[config.mk]
export PLATFORM = sky130hd
export DESIGN_NAME = audio_pwm_dac
export DESIGN_NICKNAME = d
export VERILOG_FILES = /design/src/rtl/audio_pkg.sv /design/src/rtl/audio_pwm_dac_counter.sv /design/src/rtl/audio_pwm_dac.sv
export SDC_FILE = /design/constraint.sdc
export NUM_CORES = 1
export LEC_CHECK = 0
export ABC_AREA = 0
export ABC_CLOCK_PERIOD_IN_PS = 3610
export BUFFER_PORTS_ARGS = -buffer_cell sky130_fd_sc_hd__buf_2
export CORE_AREA = 2 2 61 63
export CTS_BUF_LIST = sky130_fd_sc_hd__clkbuf_8
export CTS_CLUSTER_SIZE = 8
export DETAILED_ROUTE_END_ITERATION = 10
export DIE_AREA = 0 0 63 65
export PLACE_DENSITY_LB_ADDON = 0.12
export REMOVE_ABC_BUFFERS = 1
export SLEW_MARGIN = 20
export SYNTH_ARGS = -nofsm -noshare
export SYNTH_HDL_FRONTEND = slang
export SYNTH_SLANG_ARGS = --single-unit
[constraint.sdc]
create_clock -name clk -period 3.61 [get_ports clk]
set_input_delay 0.1805 -clock clk [delete_from_list [all_inputs] [get_ports clk]]
set_output_delay 0.1805 -clock clk [all_outputs]
set_load 0.005 [all_outputs]
[src/rtl/audio_pkg.sv]
// Shared timing and sample-format constants for the audio output path.
package audio_pkg;

    localparam int unsigned CLOCKS_PER_SAMPLE = 2500;
    localparam int unsigned SAMPLE_W          = 12;

    typedef logic [SAMPLE_W-1:0] sample_t;

endpackage

[src/rtl/audio_pwm_dac_counter.sv]
// pwm_period_counter: free-running period counter for the PWM DAC.
// Parks at zero while disabled; boundary marks the last clock of each period.
module pwm_period_counter #(
    parameter int unsigned PERIOD = audio_pkg::CLOCKS_PER_SAMPLE,
    parameter int unsigned CNT_W  = audio_pkg::SAMPLE_W
) (
    input  logic             clk,
    input  logic             rst_n,
    input  logic             en,
    output logic [CNT_W-1:0] cnt,
    output logic             boundary
);

    import audio_pkg::*;

    localparam logic [CNT_W-1:0] CNT_MAX = CNT_W'(PERIOD - 1);

    logic at_max;

    assign at_max   = (cnt == CNT_MAX);
    assign boundary = en && at_max;

    always_ff @(posedge clk or negedge rst_n) begin
        if (!rst_n) begin
            cnt <= '0;
        end else if (!en || at_max) begin
            cnt <= '0;
        end else begin
            cnt <= cnt + 1'b1;
        end
    end

endmodule

[src/rtl/audio_pwm_dac.sv]
// audio_pwm_dac: one-sample-deep buffered PWM DAC driving the speaker pins.
// Optional DAC_UNDERFLOW_CNT_EN adds a saturating underflow_count output.
module audio_pwm_dac #(
    parameter int unsigned CYCLES_PER_SAMPLE = audio_pkg::CLOCKS_PER_SAMPLE,
    parameter int unsigned SAMPLE_W          = audio_pkg::SAMPLE_W
) (
    input  logic                clk,
    input  logic                rst_n,
    input  logic                en,
    input  logic                s_valid,
    output logic                s_ready,
    input  logic [SAMPLE_W-1:0] s_data,
    output logic                sample_tick,
    output logic                underflow,
    output logic                aud_pwm,
    output logic                aud_sd
`ifdef DAC_UNDERFLOW_CNT_EN
    ,
    output logic [15:0]         underflow_count
`endif
);

    import audio_pkg::*;

    localparam logic [SAMPLE_W-1:0] MAX_CODE = SAMPLE_W'(CYCLES_PER_SAMPLE);

    logic [SAMPLE_W-1:0] cnt;
    logic                boundary;
    logic [SAMPLE_W-1:0] shadow;
    logic                shadow_full;
    logic [SAMPLE_W-1:0] active_duty;
    logic [SAMPLE_W-1:0] code_sat;
    logic                xfer;

    pwm_period_counter #(
        .PERIOD (CYCLES_PER_SAMPLE),
        .CNT_W  (SAMPLE_W)
    ) u_counter (
        .clk      (clk),
        .rst_n    (rst_n),
        .en       (en),
        .cnt      (cnt),
        .boundary (boundary)
    );

    assign s_ready  = !shadow_full;
    assign xfer     = s_valid && s_ready;
    assign code_sat = (s_data > MAX_CODE) ? MAX_CODE : s_data;

    // A transfer can only land when the shadow is empty, so it never races the
    // boundary hand-off below; an arrival on the boundary waits a full period.
    always_ff @(posedge clk or negedge rst_n) begin
        if (!rst_n) begin
            shadow      <= '0;
            shadow_full <= 1'b0;
            active_duty <= '0;
        end else begin
            if (boundary && shadow_full) begin
                active_duty <= shadow;
                shadow_full <= 1'b0;
            end
            if (xfer) begin
                shadow      <= code_sat;
                shadow_full <= 1'b1;
            end
        end
    end

    always_ff @(posedge clk or negedge rst_n) begin
        if (!rst_n) begin
            sample_tick <= 1'b0;
            underflow   <= 1'b0;
            aud_pwm     <= 1'b0;
            aud_sd      <= 1'b0;
        end else begin
            sample_tick <= boundary;
            underflow   <= boundary && !shadow_full;
            aud_pwm     <= en && (cnt < active_duty);
            aud_sd      <= en;
        end
    end

`ifdef DAC_UNDERFLOW_CNT_EN
    always_ff @(posedge clk or negedge rst_n) begin
        if (!rst_n) begin
            underflow_count <= '0;
        end else if (underflow && (underflow_count != '1)) begin
            underflow_count <= underflow_count + 16'd1;
        end
    end
`endif

endmodule
==> metrics <==
status=finished clean; Primary FF master, synth=dfrtp_1; pwr/cell area=about 430 nW/µm²; most common cell in the netlist=dfrtp_1; # setup viols final=0; crit path launch type=flop; number of synthesized flops with an enable pin=0; Ys Warns=0; Routed WL per cell=about 15 µm; Avg Cell Area, Syn=around 11 µm²; Die ar.=a little over 4000 µm²; antenna violations before repair=0; port buffer count=20; top cells by area, synth=dfrtp_1, ha_1, nand2_1, xor2_1, o21ai_2; Final GP Congestion=around 0.77; crit path capture type=flop; Clock Skews=4.79 ps; #FFs+latches synth=just over 40; Initial Utilization=approximately 56%; cell area after synthesis=around 2000 µm²; Vias/cell=5.53; Total Routing Usage GR=between 20% and 30%; htree depth=2; DP Wirelength=2780 µm; FMAX=approximately 0.44 GHz; FF-to-FF path depth=5; # clock sinks=41; min Tclk post-route=around 2300 ps; Slew HR=around 42%; share of post-route cells with drive strength above 1=approximately a fifth; Synth Instances=approximately 190; top-area cell type share of the netlist area=52.0%; R2R Path End=active_duty[8]$_DFFE_PN0P_; height of the die=between 60 and 70 µm; Hold Violations, Final=0; Worst Setup SP=u_counter.cnt[4]$_DFF_PN0_; TNS Setup=0 ps; asr flop ratio synth=100%; post-route ant nets=0; R2R setup slack=around 1400 ps; Max Buffers Root-to-Sink=2; total gr overflow=0; RSZ-0062 raised after global routing=false; Inserted Clock Buffers=5; largest net degree at the start of global routing=42; top post-synthesis cells by count=dfrtp_1, nand2_1, nor2_1, inv_1, ha_1; worst slew pin tran=between 800 and 900 ps; final slew viol count=0; Peak VDD IR=0.000249 V; die width=63 µm; Iter 0 DRT Violations=48; r2r startpoint=u_counter.cnt[4]$_DFF_PN0_; synth unique cells=35; first-pass GRT wire length=approximately 6700 µm; post-cts hold buffer count=0; # DRC=0; root buffer cell=clkbuf_8; Final #Nets=238; via count=~1400; CTS tree=done; Post-CTS Setup Repair Bufs=0; fin util=between 60% and 70%; clock latency on the worst-skew pair=290 ps; Layout area overhead=13.7%; fin crit share=between 60% and 70%; PostCTS Resize Cnt=0; final WL=3770 µm; Min-Delay Path Class=input pin to async pin; cell taking the most area after synthesis=dfrtp_1; end of the critical path=active_duty[8]$_DFFE_PN0P_; Lkg Pwr=1.11 nW; Critical Path AT=between 2000 and 2500 ps; Initial DRT Pass Iterations=4; CP Data Required Time=between 3000 and 4000 ps; number of global-route vias before repair=1458; post-synthesis sequential area ratio=between 50% and 60%; worst-path fanout max=13; Worst-path clk slew=roughly 80 ps; I/O pin count=21; max-cap violations=0; CP Class=flop to flop; n_diodes=0; FILL cells=slightly below 300; Std-Cell Rows=22; Core ar.=3500 µm²
[report_power, final]
group | leakage [nW] | switching, W | internal (W)
combinational | 0.552 | 0.0000289 | 0.0000224
sequential | 0.486 | 0.0000113 | 0.000475
clock | 0.0681 | 0.000153 | 0.000274
total | 1.11 | 0.000193 | 0.000772
[stage by stage]
step,power [W],setup WS [ps],instances,instance area [µm²],hold slack (ps)
3_3_place_gp,0.000544,1440,251,2110,333
5_1_grt,0.00100,1160,259,2240,56.2
3_5_place_dp,0.000548,1370,251,2110,351
2_1_floorplan,0.000517,1230,182,1940,-115
6_report,0.000966,1360,259,2240,4.03
4_1_cts,0.000973,1340,259,2240,31.0
[logic make-up (layout without fill, tap and decap cells)]
logic type / after synthesis / in the layout / synth area share (%)
AOI/OAI and AO/OA: 36 / 36 / 13.1
xor gates and xnor gates: 10 / 10 / 4.44
adders and majority gates: 12 / 12 / 7.61
buffers and inverters: 19 / 44 / 4.44
DFF: 41 / 41 / 52.0
muxes: 1 / 1 / 0.761
and+or+nand+nor: 67 / 67 / 17.7
[worst min-delay path by stage]
stage,startpoint,to,depth (start not counted)
global route,en,aud_sd$_DFF_PN0_,1
CTS,rst_n,active_duty[1]$_DFFE_PN0P_,1
floorplan,rst_n,active_duty[0]$_DFFE_PN0P_,0
detailed placement,rst_n,u_counter.cnt[3]$_DFF_PN0_,1
global placement,rst_n,u_counter.cnt[0]$_DFF_PN0_,1
finish,rst_n,u_counter.cnt[0]$_DFF_PN0_,1
[sequential cells by signal (all words and copies together), names as in the netlist]
| register | cells |
|---|---|
| shadow | 12 |
| sample_tick | 1 |
| aud_pwm | 1 |
| underflow | 1 |
| u_counter.cnt | 12 |
| aud_sd | 1 |
| active_duty | 12 |
| shadow_full | 1 |
[area by class of cell]
cell class	instances	area [µm²]	share of cell area, %
Sequential cell	41	1030	45.7
Multi-Input combinational cell	126	860	38.3
Timing Repair Buffer	21	108	4.80
Inverter	15	56.3	2.51
Clock inverter	3	65.1	2.90
Clock buffer	5	68.8	3.07
Tap cell	48	60.1	2.68
[metal layers]
layer	routed length (µm)	global-route usage (%)
met3	161	6.08
met2	1910	36.3
met1	1630	25.8
met5	0	0
met4	69	9.17
[cell usage in the layout (no fill, tap or decap), types with 6 or more instances in the layout]
| cell | Yosys | layout |
|---|---|---|
| ha_1 | 12 | 12 |
| nand2_1 | 21 | 21 |
| nand4_1 | 6 | 6 |
| o21ai_2 | 8 | 8 |
| inv_1 | 15 | 15 |
| buf_2 | 1 | 20 |
| dfrtp_1 | 41 | 41 |
| nor2_1 | 16 | 16 |
| nand3_1 | 6 | 6 |
| xor2_1 | 9 | 9 |
| o21ai_0 | 10 | 10 |
[worst max-delay path, stage by stage, from the launching register on]
cell and delay (ps):
dfrtp_1 440, or4_4 580, nor4_4 690, buf_4 320, nand2_1 90, o21ai_2 60
Power figures use the tool's default switching activity.
